## src/rtl/systolic_sched_if.sv

```systemverilog
// Handshake and array-control bundle shared by the requesters/datapath (master)
// and the systolic_sched scheduler (slave).
interface systolic_sched_if #(
  parameter int unsigned SIZE = 4,
  parameter int unsigned LW   = 8
);
  localparam int unsigned RW = $clog2(SIZE);

  logic [1:0]         req_val;
  logic [1:0]         req_rdy;
  logic [1:0][LW-1:0] req_len;
  logic [1:0]         in_val;
  logic [1:0]         in_rdy;
  logic               arr_clr;
  logic               arr_mac_en;
  logic               arr_zero;
  logic               arr_owner;
  logic               out_val;
  logic               out_rdy;
  logic [RW-1:0]      out_row;
  logic               out_last;
  logic               out_owner;
  logic [1:0]         done;
  logic               busy;

  modport master (
    output req_val, req_len, in_val, out_rdy,
    input  req_rdy, in_rdy, arr_clr, arr_mac_en, arr_zero, arr_owner,
           out_val, out_row, out_last, out_owner, done, busy
  );

  modport slave (
    input  req_val, req_len, in_val, out_rdy,
    output req_rdy, in_rdy, arr_clr, arr_mac_en, arr_zero, arr_owner,
           out_val, out_row, out_last, out_owner, done, busy
  );
endinterface

```

## src/rtl/systolic_sched.sv

```systemverilog
// Two-port scheduler/sequencer for a SIZE x SIZE systolic MAC array: clear, feed, flush, drain.
// Define SYSTOLIC_SCHED_PRIO_EN for fixed priority (port 0 wins); default is round-robin.
module systolic_sched #(
  parameter int unsigned SIZE = 4,
  parameter int unsigned LW   = 8
) (
  input  logic             clk,
  input  logic             rst_n,
  systolic_sched_if.slave  bus
);
  localparam int unsigned RW = $clog2(SIZE);
  localparam int unsigned FW = $clog2(2*SIZE-2);

  typedef enum logic [2:0] {IDLE, CLEAR, FEED, FLUSH, DRAIN} state_t;

  state_t        state_q, state_d;
  logic          rr_ptr_q, rr_ptr_d;
  logic          owner_q, owner_d;
  logic [LW-1:0] len_q, len_d;
  logic [LW-1:0] beat_q, beat_d;
  logic [FW-1:0] flush_q, flush_d;
  logic [RW-1:0] row_q, row_d;
  logic [1:0]    done_q, done_d;
  logic          grant;

`ifdef SYSTOLIC_SCHED_PRIO_EN
  always_comb begin
    grant = bus.req_val[0] ? 1'b0 : bus.req_val[1];
  end
`else
  // On a tie (or no request) the port that was not granted last is offered.
  always_comb begin
    if (bus.req_val == 2'b11 || bus.req_val == 2'b00) grant = ~rr_ptr_q;
    else                                              grant = bus.req_val[1];
  end
`endif

  always_comb begin
    state_d        = state_q;
    rr_ptr_d       = rr_ptr_q;
    owner_d        = owner_q;
    len_d          = len_q;
    beat_d         = beat_q;
    flush_d        = flush_q;
    row_d          = row_q;
    done_d         = '0;
    bus.req_rdy    = '0;
    bus.in_rdy     = '0;
    bus.arr_clr    = 1'b0;
    bus.arr_mac_en = 1'b0;
    bus.arr_zero   = 1'b0;
    bus.out_val    = 1'b0;

    case (state_q)
      IDLE: begin
        bus.req_rdy[grant] = 1'b1;
        if (bus.req_val[grant]) begin
          state_d  = CLEAR;
          owner_d  = grant;
          rr_ptr_d = grant;
          len_d    = bus.req_len[grant];
          beat_d   = '0;
          flush_d  = '0;
          row_d    = '0;
        end
      end
      CLEAR: begin
        bus.arr_clr = 1'b1;
        state_d     = (len_q == '0) ? FLUSH : FEED;
      end
      FEED: begin
        bus.in_rdy[owner_q] = 1'b1;
        bus.arr_mac_en      = bus.in_val[owner_q];
        // Compare against K-1 so the final beat at K = 2^LW-1 never wraps the counter.
        if (bus.in_val[owner_q]) begin
          if (beat_q == len_q - LW'(1)) state_d = FLUSH;
          else                          beat_d  = beat_q + LW'(1);
        end
      end
      FLUSH: begin
        bus.arr_mac_en = 1'b1;
        bus.arr_zero   = 1'b1;
        if (flush_q == FW'(2*SIZE-3)) state_d = DRAIN;
        else                          flush_d = flush_q + FW'(1);
      end
      DRAIN: begin
        bus.out_val = 1'b1;
        if (bus.out_rdy) begin
          if (row_q == RW'(SIZE-1)) begin
            state_d         = IDLE;
            row_d           = '0;
            done_d[owner_q] = 1'b1;
          end else begin
            row_d = row_q + RW'(1);
          end
        end
      end
      default: state_d = IDLE;
    endcase
  end

  always_ff @(posedge clk) begin
    if (!rst_n) begin
      state_q  <= IDLE;
      rr_ptr_q <= 1'b0;
      owner_q  <= 1'b0;
      len_q    <= '0;
      beat_q   <= '0;
      flush_q  <= '0;
      row_q    <= '0;
      done_q   <= '0;
    end else begin
      state_q  <= state_d;
      rr_ptr_q <= rr_ptr_d;
      owner_q  <= owner_d;
      len_q    <= len_d;
      beat_q   <= beat_d;
      flush_q  <= flush_d;
      row_q    <= row_d;
      done_q   <= done_d;
    end
  end

  assign bus.arr_owner = owner_q;
  assign bus.out_owner = owner_q;
  assign bus.out_row   = row_q;
  assign bus.out_last  = (state_q == DRAIN) && (row_q == RW'(SIZE-1));
  assign bus.done      = done_q;
  assign bus.busy      = (state_q != IDLE);
endmodule

```

## src/flat_wrapper.sv

```systemverilog
// flat-port wrapper written by rule: the top's interface ports become plain ports
module systolic_sched_flat 
#(
  parameter int unsigned SIZE = 4,
  parameter int unsigned LW   = 8
)
  (clk, rst_n, bus_req_val, bus_req_len, bus_in_val, bus_out_rdy, bus_req_rdy, bus_in_rdy, bus_arr_clr, bus_arr_mac_en, bus_arr_zero, bus_arr_owner, bus_out_val, bus_out_row, bus_out_last, bus_out_owner, bus_done, bus_busy);
  systolic_sched_if #(.SIZE(SIZE), .LW(LW)) bus_i ();
  input  logic clk;
  input  logic rst_n;
  input wire logic [$bits(bus_i.req_val)-1:0] bus_req_val;
  input wire logic [$bits(bus_i.req_len)-1:0] bus_req_len;
  input wire logic [$bits(bus_i.in_val)-1:0] bus_in_val;
  input wire logic [$bits(bus_i.out_rdy)-1:0] bus_out_rdy;
  output wire logic [$bits(bus_i.req_rdy)-1:0] bus_req_rdy;
  output wire logic [$bits(bus_i.in_rdy)-1:0] bus_in_rdy;
  output wire logic [$bits(bus_i.arr_clr)-1:0] bus_arr_clr;
  output wire logic [$bits(bus_i.arr_mac_en)-1:0] bus_arr_mac_en;
  output wire logic [$bits(bus_i.arr_zero)-1:0] bus_arr_zero;
  output wire logic [$bits(bus_i.arr_owner)-1:0] bus_arr_owner;
  output wire logic [$bits(bus_i.out_val)-1:0] bus_out_val;
  output wire logic [$bits(bus_i.out_row)-1:0] bus_out_row;
  output wire logic [$bits(bus_i.out_last)-1:0] bus_out_last;
  output wire logic [$bits(bus_i.out_owner)-1:0] bus_out_owner;
  output wire logic [$bits(bus_i.done)-1:0] bus_done;
  output wire logic [$bits(bus_i.busy)-1:0] bus_busy;
  assign bus_i.req_val = bus_req_val;
  assign bus_i.req_len = bus_req_len;
  assign bus_i.in_val = bus_in_val;
  assign bus_i.out_rdy = bus_out_rdy;
  assign bus_req_rdy = bus_i.req_rdy;
  assign bus_in_rdy = bus_i.in_rdy;
  assign bus_arr_clr = bus_i.arr_clr;
  assign bus_arr_mac_en = bus_i.arr_mac_en;
  assign bus_arr_zero = bus_i.arr_zero;
  assign bus_arr_owner = bus_i.arr_owner;
  assign bus_out_val = bus_i.out_val;
  assign bus_out_row = bus_i.out_row;
  assign bus_out_last = bus_i.out_last;
  assign bus_out_owner = bus_i.out_owner;
  assign bus_done = bus_i.done;
  assign bus_busy = bus_i.busy;
  systolic_sched #(.SIZE(SIZE), .LW(LW)) u_core (.clk(clk), .rst_n(rst_n), .bus(bus_i));
endmodule
```

## config.mk

```make
export PLATFORM = sky130hd
export DESIGN_NAME = systolic_sched_flat
export DESIGN_NICKNAME = d
export VERILOG_FILES = /design/src/rtl/systolic_sched_if.sv /design/src/rtl/systolic_sched.sv /design/src/flat_wrapper.sv
export SDC_FILE = /design/constraint.sdc
export NUM_CORES = 1
export LEC_CHECK = 0
export CORE_MARGIN = 5
export CORE_UTILIZATION = 30
export DETAILED_ROUTE_END_ITERATION = 10
export MAX_ROUTING_LAYER = met4
export SETUP_SLACK_MARGIN = 0.15
export SLEW_MARGIN = 20
export SYNTH_ARGS = -nofsm -noshare
export SYNTH_HDL_FRONTEND = slang
export SYNTH_SLANG_ARGS = --single-unit
export TNS_END_PERCENT = 1
```

## constraint.sdc

```tcl
create_clock -name clk -period 2.3 [get_ports clk]
set_clock_uncertainty 0.2 [all_clocks]
set_input_delay 0.46 -clock clk [delete_from_list [all_inputs] [get_ports clk]]
set_output_delay 0.46 -clock clk [all_outputs]
set_load 0.03 [all_outputs]
```

==> impl_metrics.ini, run 1 <==
[outcome]
status = finished with violations
violations = negative setup slack

[detailed_routing]
initialDrtViolationCount = 55
via_per_inst = 4.80
firstDrtPassIters = 4
wl_per_cell_microns = 12.0
drc = 0
vias = 1621
postRouteAntennaNets = 0
wl_mm = 4.06

[placement]
place_area_sq_um = 2330
portBuffers = 38
dp_cells = 333
dp_hpwl_mm = 3.16
place_ws_ps = -441
finalWeightedCongestion = 0.753

[clock_tree]
ctsHoldBuffers = 0
cts_made_buffers = 3
clk_path_buf_depth = 2
htreeDepth = 1
cts_sinks = 27
cts_tree = yes
clock_latency_ps = 280
clkTransAtPathRegs_ps = 100
cts_root_buf = clkbuf_8

[synth]
postSynthCellCount = 209
synth_edf_count = 0
synth_area_leaders = dfxtp_1 31%, mux2i_1 9.2%, nand2_1 6.5%, o211a_1 4.6%, nor2_1 4.1%
synth-main-ff-cell = dfxtp_1
async_reset_ff_share_pct = 0
syn_area_per_cell_sq_um = 8.34
syn_area_sq_um = 1740
synth_top_area_share_pct = 31.0
ys_seq_area_share_pct = 31.0
synth_top_area_cell = dfxtp_1
synth-seq-cells = 27
yosysWarnings = 0
syn-num-nets = 237
ys_types = 46

[floorplan]
core_sq_um = 5570
fp.dieH_microns = 86.2
rows = 27
io-pin-count = 39
die_w_microns = 86.2
design.die.area_sq_um = 7430
start_util_pct = 31.3

[final_layout]
drive_gt1_share_pct = 24.8
antennaDiodeCount = 0
regArea_sq_um = 546
fillCellCount = 564
final_common_cell = nand2_1
final_cell_mix = 30 x nand2_1, 26 x buf_4, 25 x clkdlybuf4s50_1
multi_input_area_sq_um = 1180
final_util_pct = 44.2
design_area_sq_um = 2460
area_delta_synth_final_pct = 41.3
instances_no_fill = 338
fin_nets = 295

[sta]
rsz0062_at_grt = true
layout_min_cycle_time_ps = 2330
slew_headroom_pct = 73.2
setup_slack_ps = -33.2
finalSetupViolCount = 6
max_freq_ghz = 0.429
fin_tns_setup_ps = -119
hold_ws_ps = 321
finalHoldViolCount = 0
slew_viol_final = 0
worst_pin_slew_ps = 402
post-route-period-util_pct = 101

[worst_setup_path]
critPathSlowestCell = or3b_4
required_ps = 2310
arrival_ps = 2340
critPathTopFamily = compound AO/OA/AOI/OAI gates
crit_buf_inv = 2
cp-end-kind = flop
critPathKind = flop to flop
critical_path.max_fanout = 8
startpoint_type = flop
path_cells = inv_2 -> ha_4 -> or3b_4 -> o31a_1 -> o2111ai_2 -> a211oi_4 -> buf_6 -> a21oi_2 -> mux2i_1
cp_slowest_stage_delay_ps = 400

[power_and_ir_drop]
total_power_mw = 1.92
switchingPower_uw = 770
ir_drop_uv = 345
powerDensity_nw_per_um2 = 779
sw_frac_of_total_pct = 40.1
pwr-share-clk_pct = 14.7
p_int_mw = 1.15
power_leakage_nw = 1.06
pwr-share-comb_pct = 53.1
p_seq_share_pct = 32.2

[flow_run]
drv_cap = 0

[global_route]
grt_pass1_vias = 1480
track_usage_pct = 11.0
grt_max_degree = 20
grt_overflow_total = 0
antenna_found_initial = 0
grt_pass1_wl_mm = 6.62

[worst_hold_path]
hp-class = flop to flop
## per-layer routing
layer  vias up  GRT usage (%)  share of wire, %
li1        847              -                 -
met1       744           14.6                50
met2        26           17.7                46
met3         4           1.14               3.5
met4         0           2.97              0.64
met5         -              -                 0
## flip-flops by register name, summed over array words and instances (netlist names)
| signal | flops |
|---|---|
| u_core.beat_q | 8 |
| u_core.bus.arr_owner | 1 |
| u_core.bus.done | 2 |
| u_core.bus.out_row | 2 |
| u_core.flush_q | 3 |
| u_core.len_q | 8 |
| u_core.state_q | 3 |
## tightest hold or removal path: stages, from the launching register on
cell,delay [ps]
dfxtp_1,340
nand2_1,70
mux2i_1,70
## worst paths after layout
kind | slack [ps] | cells after the start | startpoint | endpoint
worst max-delay path | -30 | 9 | u_core.len_q[1] | u_core.beat_q[7]
worst min-delay path | 320 | 2 | u_core.beat_q[7] | u_core.beat_q[7]
worst max register to register | -30 | 9 | u_core.len_q[1] | u_core.beat_q[7]
worst min register to register | 320 | 2 | u_core.beat_q[7] | u_core.beat_q[7]
## synthesized netlist by cell type, types with 6 or more instances
cell	count
nand2_1	30
or2b_1	7
dfxtp_1	27
o211a_1	8
a21oi_1	11
inv_1	9
mux2i_1	16
nor2_1	19
nor3_1	6
## power groups by stage
stage / clock (mW) / sequential [mW] / combinational, mW
after floorplan: 0 / 0.598 / 0.653
after global placement: 0 / 0.613 / 0.962
after detailed placement: 0 / 0.616 / 0.975
after CTS: 0.294 / 0.608 / 0.997
after global routing: 0.318 / 0.627 / 1.12
final: 0.282 / 0.618 / 1.02
## cells by family after synthesis
group | share of synthesized area (%)
fa+ha+maj | 4.16
buf+inv | 6.32
xor+xnor | 4.52
mux | 9.83
simple gates | 25.2
compound gates | 19.0
flops | 31.0
## cell type report
| class | instances | share of cell area, % |
|---|---|---|
| multi-input combinational | 161 | 47.7 |
| timing repair buffer | 65 | 23.1 |
| sequential | 27 | 22.1 |
| tap | 72 | 3.66 |
| clock buffer | 3 | 1.68 |
| inverter | 9 | 1.37 |
| clock inverter | 1 | 0.305 |
## timing repair
action | 4_1_cts | 5_1_grt
gates resized for setup | 26 | 30
setup buffers | 1 | 0
cloned | 0 | 0
pin swaps | 1 | 8
setup endpoints to repair | 18 | 20
hold endpoints to repair | 0 | 0
Note: power is estimated with default switching activity, not from simulation.
==> run 2: changes to the inputs <==
--- a/config.mk
+++ b/config.mk
@@ -8,10 +8,8 @@
 export CORE_MARGIN = 5
 export CORE_UTILIZATION = 30
 export DETAILED_ROUTE_END_ITERATION = 10
-export MAX_ROUTING_LAYER = met4
 export SETUP_SLACK_MARGIN = 0.15
 export SLEW_MARGIN = 20
 export SYNTH_ARGS = -nofsm -noshare
 export SYNTH_HDL_FRONTEND = slang
 export SYNTH_SLANG_ARGS = --single-unit
-export TNS_END_PERCENT = 1
==> run 2 against run 1 <==
  * The run now ends clean
  * Count of clock-buffer cells in the layout up 1
  * Power up 4.4%
  * Fmax up 2.7%
  * Sequential power up 1%
  * Highest routed layer unchanged
==> impl_metrics.ini, run 2 (synthesis gave the netlist of run 1 again) <==
[global_route]
antenna_found_initial = 0
track_usage_pct = 11.7
grt_overflow_total = 0
grt_pass1_vias = 1606
grt_pass1_wl_mm = 7.13
grt_max_degree = 20

[detailed_routing]
met1_length_mm = 1.98
initialDrtViolationCount = 40
drc = 0
met2WireLength_mm = 2.01
firstDrtPassIters = 4
via_per_inst = 4.82
postRouteAntennaNets = 0
vias = 1643
wl_mm = 4.21
met3WireLength_microns = 162
wl_per_cell_microns = 12.3
top_layer_used = met4

[final_layout]
fillCellCount = 567
fin_nets = 298
drive_gt1_share_pct = 27.5
reg_top3 = u_core.beat_q x8, u_core.len_q x8
final_cell_mix = 29 x nand2_1, 26 x buf_4, 24 x clkdlybuf4s50_1
final_common_cell = nand2_1
design_area_sq_um = 2550
instances_no_fill = 341
antennaDiodeCount = 0
area_delta_synth_final_pct = 46.2

[floorplan]
die_w_microns = 86.2
io-pin-count = 39
rows = 27
fp.dieH_microns = 86.2
design.die.area_sq_um = 7430
core_sq_um = 5570
start_util_pct = 31.3

[sta]
slew_headroom_pct = 73.4
post-route-period-util_pct = 98.8
rsz0062_at_grt = true
max_freq_ghz = 0.440
finalHoldViolCount = 0
hold_ws_ps = 293
finalSetupViolCount = 0
layout_min_cycle_time_ps = 2270
slew_viol_final = 0
worst_pin_slew_ps = 399

[worst_setup_path]
crit_start = u_core.len_q[0]
r2r-start = u_core.len_q[0]
arrival_ps = 2250
critical_path.max_fanout = 8
required_ps = 2270
path_cells = inv_2 -> ha_4 -> or3b_4 -> buf_6 -> nor4_4 -> o2111ai_2 -> a211oi_4 -> buf_12 -> a21oi_2 -> mux2i_1
r2r_slack_ps = 30
reg2reg_to = u_core.beat_q[3]
cp-end-kind = flop
startpoint_type = flop
reg2reg_depth = 10
critPathSlowestCell = or3b_4
critPathKind = flop to flop
cp_slowest_stage_delay_ps = 380

[worst_hold_path]
hp-class = flop to flop
hold_end = u_core.beat_q[7]
min-delay-start = u_core.beat_q[7]
hold_depth = 2

[power_and_ir_drop]
total_power_mw = 2.00
powerDensity_nw_per_um2 = 787
pwr-share-comb_pct = 54.9
ir_drop_uv = 480
p_int_mw = 1.20
p_seq_share_pct = 31.2
switchingPower_uw = 808
power_leakage_nw = 1.08
pwr-share-clk_pct = 13.9
sw_frac_of_total_pct = 40.3

[placement]
portBuffers = 38
dp_hpwl_mm = 3.20
dp_cells = 333
place_area_sq_um = 2370
finalWeightedCongestion = 0.765

[clock_tree]
clock_latency_ps = 280
cts_made_buffers = 3
clk_path_buf_depth = 2
cts_sinks = 27
clkTransAtPathRegs_ps = 100
htreeDepth = 1
ctsHoldBuffers = 0
cts_tree = yes
cts_root_buf = clkbuf_8

[flow_run]
drv_cap = 0

[outcome]
status = finished clean
## run 2: worst max path at each step
stage | endpoint | slack (ps)
2_1_floorplan | u_core.beat_q[3] | -10
3_3_place_gp | bus_req_rdy[0] | -440
3_5_place_dp | bus_req_rdy[0] | -440
4_1_cts | u_core.beat_q[6] | -8
5_1_grt | u_core.beat_q[4] | -40
6_report | u_core.beat_q[3] | 30
## run 2: power by group through the flow
| stage | clock (mW) | sequential [mW] | combinational, mW |
|---|---|---|---|
| floorplan | 0 | 0.602 | 0.677 |
| global placement | 0 | 0.619 | 0.980 |
| detailed placement | 0 | 0.620 | 0.994 |
| CTS | 0.299 | 0.616 | 1.07 |
| global route | 0.314 | 0.635 | 1.21 |
| finish | 0.279 | 0.624 | 1.10 |
## run 2: layer usage
metal  track usage (%)  up-vias
li1                  -      850
met1              15.2      759
met2              20.0       30
met3              1.24        4
met4              4.25        0
met5                 0        -
## run 2: worst max-delay path: cells and delay by family (launching register included)
family | cells | cell delay [ps]
AO/OA/AOI/OAI | 3 | 450
adder cells (fa/ha/maj) | 1 | 120
buffers and inverters | 3 | 380
flip-flops | 1 | 350
multiplexers | 1 | 110
AND/OR/NAND/NOR | 2 | 550
## run 2: layout make-up
cell class                      instances  area (sq um)  area share [%]
Multi-Input combinational cell        161          1230            48.2
Sequential cell                        27           547            21.5
Clock buffer                            4          45.0            1.77
Timing Repair Buffer                   68           603            23.7
Tap cell                               72          90.1            3.54
Inverter                                9          33.8            1.33
## run 2: through the flow
| step | utilization [%] | setup WS, ps | setup TNS (ps) |
|---|---|---|---|
| 2_1_floorplan | - | -13.9 | -78.5 |
| 3_3_place_gp | 42.5 | -443 | -1240 |
| 3_5_place_dp | 42.5 | -440 | -1590 |
| 4_1_cts | 44.9 | -7.96 | -14.9 |
| 5_1_grt | 45.7 | -40.4 | -251 |
| 6_report | 45.7 | 27.5 | 0 |
## run 2: repair_timing
action,in CTS,in global routing
setup endpoints to repair,21,19
resized for setup,45,16
pin swaps,12,3
setup buffers,3,1
==> run 3: changes to the inputs <==
--- a/config.mk
+++ b/config.mk
@@ -9,7 +9,6 @@
 export CORE_UTILIZATION = 30
 export DETAILED_ROUTE_END_ITERATION = 10
 export SETUP_SLACK_MARGIN = 0.15
-export SLEW_MARGIN = 20
 export SYNTH_ARGS = -nofsm -noshare
 export SYNTH_HDL_FRONTEND = slang
 export SYNTH_SLANG_ARGS = --single-unit
==> results of run 3 <==
The final DEF is identical to that of run 2; final timing and power are the same.
